## config.mk

```make
export PLATFORM = sky130hd
export DESIGN_NAME = mem_access_ctrl
export DESIGN_NICKNAME = d
export VERILOG_FILES = /design/src/rtl/mem_access_ctrl.sv
export SDC_FILE = /design/constraint.sdc
export NUM_CORES = 1
export LEC_CHECK = 0
export BUFFER_PORTS_ARGS = -buffer_cell sky130_fd_sc_hd__clkbuf_2
export CORE_MARGIN = 4
export CORE_UTILIZATION = 35
export CTS_BUF_LIST = sky130_fd_sc_hd__clkbuf_8
export CTS_CLUSTER_SIZE = 12
export DETAILED_ROUTE_END_ITERATION = 6
export GPL_ROUTABILITY_DRIVEN = 0
export PLACE_DENSITY_LB_ADDON = 0.12
export SLEW_MARGIN = 20
export SYNTH_ARGS = -nofsm -noshare
export SYNTH_HDL_FRONTEND = slang
export SYNTH_SLANG_ARGS = --single-unit
```

## constraint.sdc

```tcl
create_clock -name clk_i -period 2 [get_ports clk_i]
set_input_delay 0.1 -clock clk_i [delete_from_list [all_inputs] [get_ports clk_i]]
set_output_delay 0.1 -clock clk_i [all_outputs]
set_load 0.1 [all_outputs]
```

## src/rtl/mem_access_ctrl.sv

```systemverilog
// rtl/mem_access_ctrl.sv - load/store front end for a word-wide BRAM without byte enables (optional MEM_MISALIGN_CHK_EN)
module mem_access_ctrl #(
  parameter int WORDS      = 10,
  parameter int DATA_WIDTH = 32
) (
  input  logic                  clk_i,
  input  logic                  reset_i,
  input  logic                  req_i,
  input  logic                  we_i,
  input  logic [1:0]            size_i,
  input  logic                  unsigned_i,
  input  logic [31:0]           addr_i,
  input  logic [DATA_WIDTH-1:0] wdata_i,
  output logic                  ready_o,
  output logic                  done_o,
  output logic [DATA_WIDTH-1:0] rdata_o,
  output logic                  err_o,
  output logic [WORDS-1:0]      mem_addr_o,
  output logic [DATA_WIDTH-1:0] mem_data_o,
  output logic                  mem_wr_n_o,
  output logic                  mem_rd_n_o,
  input  logic [DATA_WIDTH-1:0] mem_data_i
);

  typedef enum logic [2:0] {IDLE, READ, RMW_RD, RMW_WR, WRITE} state_t;

  state_t                  state_q, state_d;
  logic [1:0]              size_q, size_d;
  logic                    uns_q, uns_d;
  logic [1:0]              lane_q, lane_d;
  logic [DATA_WIDTH-1:0]   wdata_q, wdata_d;
  logic [WORDS-1:0]        mem_addr_q, mem_addr_d;
  logic [DATA_WIDTH-1:0]   mem_data_q, mem_data_d;
  logic [DATA_WIDTH-1:0]   rdata_q, rdata_d;
  logic                    done_q, done_d;
  logic                    err_q, err_d;
  logic                    misalign;
  logic [7:0]              byte_sel;
  logic [15:0]             half_sel;
  logic [DATA_WIDTH-1:0]   load_ext;
  logic [DATA_WIDTH-1:0]   merged;
  logic                    unused_addr;

  // High address bits wrap: only [WORDS+1:0] select a byte in the memory.
  assign unused_addr = ^addr_i[31:WORDS+2];

`ifdef MEM_MISALIGN_CHK_EN
  // Half on odd byte, or word (size 1x) not on a 4-byte boundary.
  assign misalign = (size_i == 2'b01 && addr_i[0]) || (size_i[1] && addr_i[1:0] != 2'b00);
`else
  // Without the check, half/word accesses are force-aligned by ignoring low lane bits.
  assign misalign = 1'b0;
`endif

  // Strobes and ready decode directly from the registered state so they are glitch-free at the memory's negedge.
  assign ready_o    = (state_q == IDLE);
  assign mem_rd_n_o = !(state_q == READ || state_q == RMW_RD);
  assign mem_wr_n_o = !(state_q == RMW_WR || state_q == WRITE);
  assign mem_addr_o = mem_addr_q;
  assign mem_data_o = mem_data_q;
  assign rdata_o    = rdata_q;
  assign done_o     = done_q;
  assign err_o      = err_q;

  // Lane extraction and sign/zero extension of the returned memory word.
  always_comb begin
    byte_sel = mem_data_i[7:0];
    case (lane_q)
      2'd1:    byte_sel = mem_data_i[15:8];
      2'd2:    byte_sel = mem_data_i[23:16];
      2'd3:    byte_sel = mem_data_i[31:24];
      default: byte_sel = mem_data_i[7:0];
    endcase
    half_sel = lane_q[1] ? mem_data_i[31:16] : mem_data_i[15:0];
    case (size_q)
      2'b00:   load_ext = {{24{!uns_q && byte_sel[7]}}, byte_sel};
      2'b01:   load_ext = {{16{!uns_q && half_sel[15]}}, half_sel};
      default: load_ext = mem_data_i;
    endcase
  end

  // Read-modify-write merge: old word with the target byte or half replaced by store data.
  always_comb begin
    merged = mem_data_i;
    if (size_q == 2'b00) begin
      case (lane_q)
        2'd1:    merged = {mem_data_i[31:16], wdata_q[7:0], mem_data_i[7:0]};
        2'd2:    merged = {mem_data_i[31:24], wdata_q[7:0], mem_data_i[15:0]};
        2'd3:    merged = {wdata_q[7:0], mem_data_i[23:0]};
        default: merged = {mem_data_i[31:8], wdata_q[7:0]};
      endcase
    end else begin
      merged = lane_q[1] ? {wdata_q[15:0], mem_data_i[15:0]} : {mem_data_i[31:16], wdata_q[15:0]};
    end
  end

  // Next-state and datapath updates; done/err are single-cycle pulses by default.
  always_comb begin
    state_d    = state_q;
    size_d     = size_q;
    uns_d      = uns_q;
    lane_d     = lane_q;
    wdata_d    = wdata_q;
    mem_addr_d = mem_addr_q;
    mem_data_d = mem_data_q;
    rdata_d    = rdata_q;
    done_d     = 1'b0;
    err_d      = 1'b0;
    case (state_q)
      IDLE: begin
        if (req_i) begin
          if (misalign) begin
            done_d = 1'b1;
            err_d  = 1'b1;
          end else begin
            size_d     = size_i;
            uns_d      = unsigned_i;
            lane_d     = addr_i[1:0];
            wdata_d    = wdata_i;
            mem_addr_d = addr_i[WORDS+1:2];
            if (!we_i) begin
              state_d = READ;
            end else if (size_i[1]) begin
              state_d    = WRITE;
              mem_data_d = wdata_i;
            end else begin
              state_d = RMW_RD;
            end
          end
        end
      end
      READ: begin
        state_d = IDLE;
        rdata_d = load_ext;
        done_d  = 1'b1;
      end
      RMW_RD: begin
        state_d    = RMW_WR;
        mem_data_d = merged;
      end
      RMW_WR, WRITE: begin
        state_d = IDLE;
        done_d  = 1'b1;
      end
      default: state_d = IDLE;
    endcase
  end

  // State and datapath registers with synchronous reset; reset aborts any in-flight write.
  always_ff @(posedge clk_i) begin
    if (reset_i) begin
      state_q    <= IDLE;
      size_q     <= 2'b00;
      uns_q      <= 1'b0;
      lane_q     <= 2'b00;
      wdata_q    <= '0;
      mem_addr_q <= '0;
      mem_data_q <= '0;
      rdata_q    <= '0;
      done_q     <= 1'b0;
      err_q      <= 1'b0;
    end else begin
      state_q    <= state_d;
      size_q     <= size_d;
      uns_q      <= uns_d;
      lane_q     <= lane_d;
      wdata_q    <= wdata_d;
      mem_addr_q <= mem_addr_d;
      mem_data_q <= mem_data_d;
      rdata_q    <= rdata_d;
      done_q     <= done_d;
      err_q      <= err_d;
    end
  end

endmodule

```

Word-level counts from Yosys, hierarchy flattened:

Cells that the tools add are included.

* equal/unequal tests: 11
* multiplexer cells: 15
* reductions and logical operators: 13

Operator list (count)
* $mux W32: 5
* $pmux W32 S2: 2
* $pmux W32 S3: 1
* $pmux W8 S3: 1
* $mux W16: 1
* $mux W3: 3
* $eq A3 B2 Y1 const B: 2
* $ne A2 B2 Y1 const B: 3
* $pmux W3 S2: 1
* $eq A2 B1 Y1 const B: 2
* $eq A2 B2 Y1 const B: 2
* $reduce_and A4 Y1: 1
* $eq A3 B1 Y1 const B: 1
* $eq A3 B3 Y1 const B: 1
* $logic_not A1 Y1: 3
* $logic_not A3 Y1: 1
* $reduce_or A3 Y1: 1
* $logic_and A1 B1 Y1: 2
* $logic_not A2 Y1: 1
* $logic_or A1 B1 Y1: 2
* $reduce_and A2 Y1: 1
* $reduce_bool A2 Y1: 1
* $mux W1: 1

* register bits: 99
* input bits: 103
* output and inout bits: 79
* word-level logic and storage cells: 48

Logic depth before layout (Yosys ltp):

* depth after elaboration: 4
* mapped depth: 7
* mapped depth without buffers: 4

Least setup slack after synthesis:

OpenSTA, ideal clock, no wires.

* path type: reg-to-reg
* start: reg state_q[2]
* end: reg mem_addr_q[2], in the netlist mem_addr_o[2]
* library setup time: 0.132 ns
* arrival: 3.428 ns
* required time: 1.868 ns
* slack: -1.560 ns
* cell stages (with the launch flop): 7
* path buffers: 2
* period minus slack after synthesis: 3.560 ns
* cell sequence: dfxtp_1 > buf_2 > nor3_1 > nand2_1 > clkbuf_1 > nand2_1 > a21oi_1

* cells in the longest elaborated chain, start to end: 2

RTL lines
* start: declaration: RTL line 27 `state_t state_q, state_d;`
* start signal: assignment: RTL line 163 `state_q <= state_d;`
* $logic_not A3 Y1
* named net ready_o: RTL line 14 `output logic ready_o,`
* $reduce_and A2 Y1 (no line)
* end signal: assignment: RTL line 168 `mem_addr_q <= mem_addr_d;`
* end: declaration: RTL line 32 `logic [WORDS-1:0] mem_addr_q, mem_addr_d;`

The timed path passes the listed nets, and every way through them passes these cells.
A chain may end at the register's enable or synchronous reset.

Worst setup path in the final report:

* start: reg state_q[2]
* end: reg state_q[2]

* cells in the longest elaborated chain, start to end: 2
* elaborated cells between the ends (all ways): 4
* those cells by class: 2 x eq/ne; 1 x mux; 1 x reduce/logical

RTL lines
* $eq A3 B2 Y1 or $logic_not A3 Y1 (tied branches): RTL line 109 `case (state_q)`
* $pmux W3 S2 or $ne A2 B2 Y1 (tied branches)

Parallel ways exist; a longest one is shown, timed or not.

==> results.yml <==
global_routing:
  grt_max_degree: 52
  antenna_found_initial: 0
  overflow: 0
  grt_pass1_vias: 5131
  grt_pass1_wl_microns: 27500
  grt_usage: 0.211
clocking:
  htree_levels: 3
  clk_latency_ps: 390
  path_clk_slew_ps: 90
  cts_root_buffer: "clkbuf_8"
  clock_sinks: 99
  cts_tree: "built"
  cts_buffer_depth: 2
  cts_buffers: 9
timing:
  max_freq_mhz: 555
  slew-limit-headroom: 0.621
  drv_slew: 0
  finalHoldViolations: 0
  fin_skew_ps: 19.1
  period_needed_ps: 1800
  setup_tns_ps: 0
  worst_slack_ps: 199
  rsz0062_at_grt: "no"
  setup_viol: 0
  tightestPinTransition_ps: 571
  min_period_over_period: 0.900
floorplanning:
  initial_utilization: 0.360
  ios: 182
  core_sq_um: 14000
  fp.dieW_microns: 128
  die-area_sq_um: 16400
  rows: 43
  die-height_microns: 128
synthesis:
  synth.avg_cell_area_sq_um: 8.09
  ys_seq_area_frac: 0.393
  syn_inst: 623
  synthDistinctLibCells: 49
  syn_nets: 726
  synthFlopType: "dfxtp_1"
  synth.top_cell.area_share: 0.393
  yosys_warnings: 0
  yosys-top-cells-area: "dfxtp_1 39%, nor2_1 7.0%, nand2_1 6.7%, a211oi_1 6.0%, a21oi_1 5.9%"
  synth_top_cell_by_area: "dfxtp_1"
  netlist_area_sq_um: 5040
  synth-edff-count: 0
  synthArstFlopShare: 0
  synth-seq-cells: 99
status:
  status: "finished clean"
detailed_routing:
  drtIter0Drc: 340
  post_drt_wl_per_cell_microns: 17.4
  vias_per_cell: 5.29
  drtAntennaViolNets: 0
  vias: 5241
  drc: 0
  drtPass1Iterations: 5
  wirelength_microns: 17300
layout:
  most-common-layout-cells: "158 x clkbuf_2, 98 x dfxtp_1, 92 x nor2_1, 89 x nand2_1, 59 x a21oi_1"
  antenna_cells: 0
  final_common_cell: "clkbuf_2"
  drive_gt1_frac: 0.307
  fillCellCount: 1412
  area_growth_pct: 34.2
  final_area_sq_um: 6770
  finalNonFillerCells: 991
  finalNetCount: 909
worst_setup_path:
  r2r-end: "state_q[2]"
  crit_arrival_ps: 2130
  worstPathMaxFanout: 32
  critPathKind: "reg -> reg"
  reg2reg_depth: 6
  crit_end: "state_q[2]"
  regToRegSetupSlack_ps: 200
  critical_path.startpoint: "state_q[2]"
  critPathRequiredTime_ps: 2330
  r2r_start: "state_q[2]"
  crit_path_start_kind: "flip-flop"
  cp-end-kind: "flip-flop"
power:
  finalPower_mw: 5.36
  pwr-share-seq: 0.410
  p_leak_nw: 2.83
  ir_worst_vdd_v: 0.000512
  p_int_mw: 3.10
  p_clk_frac: 0.228
  power.density_nw_per_um2: 792
  power_switching_mw: 2.26
  switching_share: 0.422
  p_comb_frac: 0.362
place:
  placed_area_sq_um: 6080
  dp_cells: 926
  hpwl_microns: 12500
  pre_cts_slack_ps: 92.8
  portBuffers: 160
flow_run:
  maxCapViolations: 0
min_path:
  min_path_type: "in -> reg"
worst max-delay path, cell delays in order (launching register included):
cell and delay (ps):
dfxtp_1 320, buf_4 170, nor3_4 220, nand2_2 60, buf_4 240, nor4_2 150
dlygate4sd3_1 560
sequential cells by signal, summed over array words and instances, names as in the netlist:
name and flops:
done_o 1, lane_q 2, mem_addr_o 10, mem_data_o 32, rdata_o 32, size_q 2, state_q 3, uns_q 1
wdata_q 16
synth_stat cells (2+ instances only):
library cell,number
buf_1,2
o41ai_1,8
buf_2,22
nor4bb_1,2
a21oi_2,2
nor3b_1,2
a31oi_1,2
buf_4,2
o21ai_0,17
nor2_1,94
mux2_2,12
a2bb2oi_1,7
nor4_1,2
o41ai_2,8
mux2_4,8
nor2b_1,15
a21oi_1,59
nor3_1,9
and4bb_2,2
a311oi_1,6
clkinv_1,2
clkbuf_1,33
o221ai_1,16
nand3b_1,16
nand2_1,90
or3_1,4
dfxtp_1,99
o211a_1,4
a31o_2,3
nand3_1,7
a211oi_1,40
a22oi_1,6
inv_1,3
buf_6,2
mux2i_1,3
metal layers:
layer / vias up / global-route usage / part of all wire
met5: - / 0 / 0
met4: 0 / 0.0593 / 0.016
met3: 20 / 0.0467 / 0.068
met2: 181 / 0.345 / 0.48
met1: 2441 / 0.280 / 0.44
li1: 2599 / - / -
worst min-delay path by stage:
stage	endpoint	slack, ps	cells after the start	start
3_5_place_dp	mem_addr_o[9]	330	3	addr_i[11]
5_1_grt	rdata_o[16]	20	3	mem_data_i[16]
4_1_cts	rdata_o[16]	3	3	mem_data_i[16]
2_1_floorplan	wdata_q[10]	240	2	wdata_i[10]
6_report	rdata_o[16]	20	3	mem_data_i[16]
3_3_place_gp	mem_addr_o[0]	320	3	addr_i[2]
stage by stage:
stage	hold slack, ps	util
finish	22.4	0.484
CTS	3.43	0.483
global route	24.9	0.484
detailed placement	328	0.435
floorplan	236	-
global placement	322	0.435
area by class of cell:
type | count | area (sq um) | share of cell area
flip-flops and latches | 99 | 1980 | 0.293
clock buffers | 10 | 138 | 0.0203
multi-input cells | 457 | 2800 | 0.414
inverters | 5 | 18.8 | 0.00277
repair buffers | 234 | 1560 | 0.230
well taps | 180 | 225 | 0.0333
clock inverters | 6 | 40.0 | 0.00592
kinds of logic after synthesis:
kind of cell,count (synthesis),share of synthesized area
flip-flops,99,0.393
AO/OA/AOI/OAI,183,0.261
multiplexers,24,0.0610
AND/OR/NAND/NOR,249,0.224
buffers and inverters,67,0.0600
other,1,0.000744
what timing repair did:
action / CTS / global route
gates resized for setup: 0 / 5
hold buffers: 49 / 0
hold endpoints to repair: 50 / 0
setup buffers: 0 / 0
setup endpoints to repair: 0 / 34
power by group through the flow:
| stage | clock [mW] | combinational [mW] | sequential [mW] |
|---|---|---|---|
| floorplan | 0 | 0.657 | 3.02 |
| global placement | 0 | 1.84 | 2.24 |
| detailed placement | 0 | 1.86 | 2.25 |
| CTS | 1.28 | 1.93 | 2.20 |
| global route | 1.32 | 2.05 | 2.22 |
| finish | 1.22 | 1.94 | 2.20 |
Power figures use the tool's default switching activity.
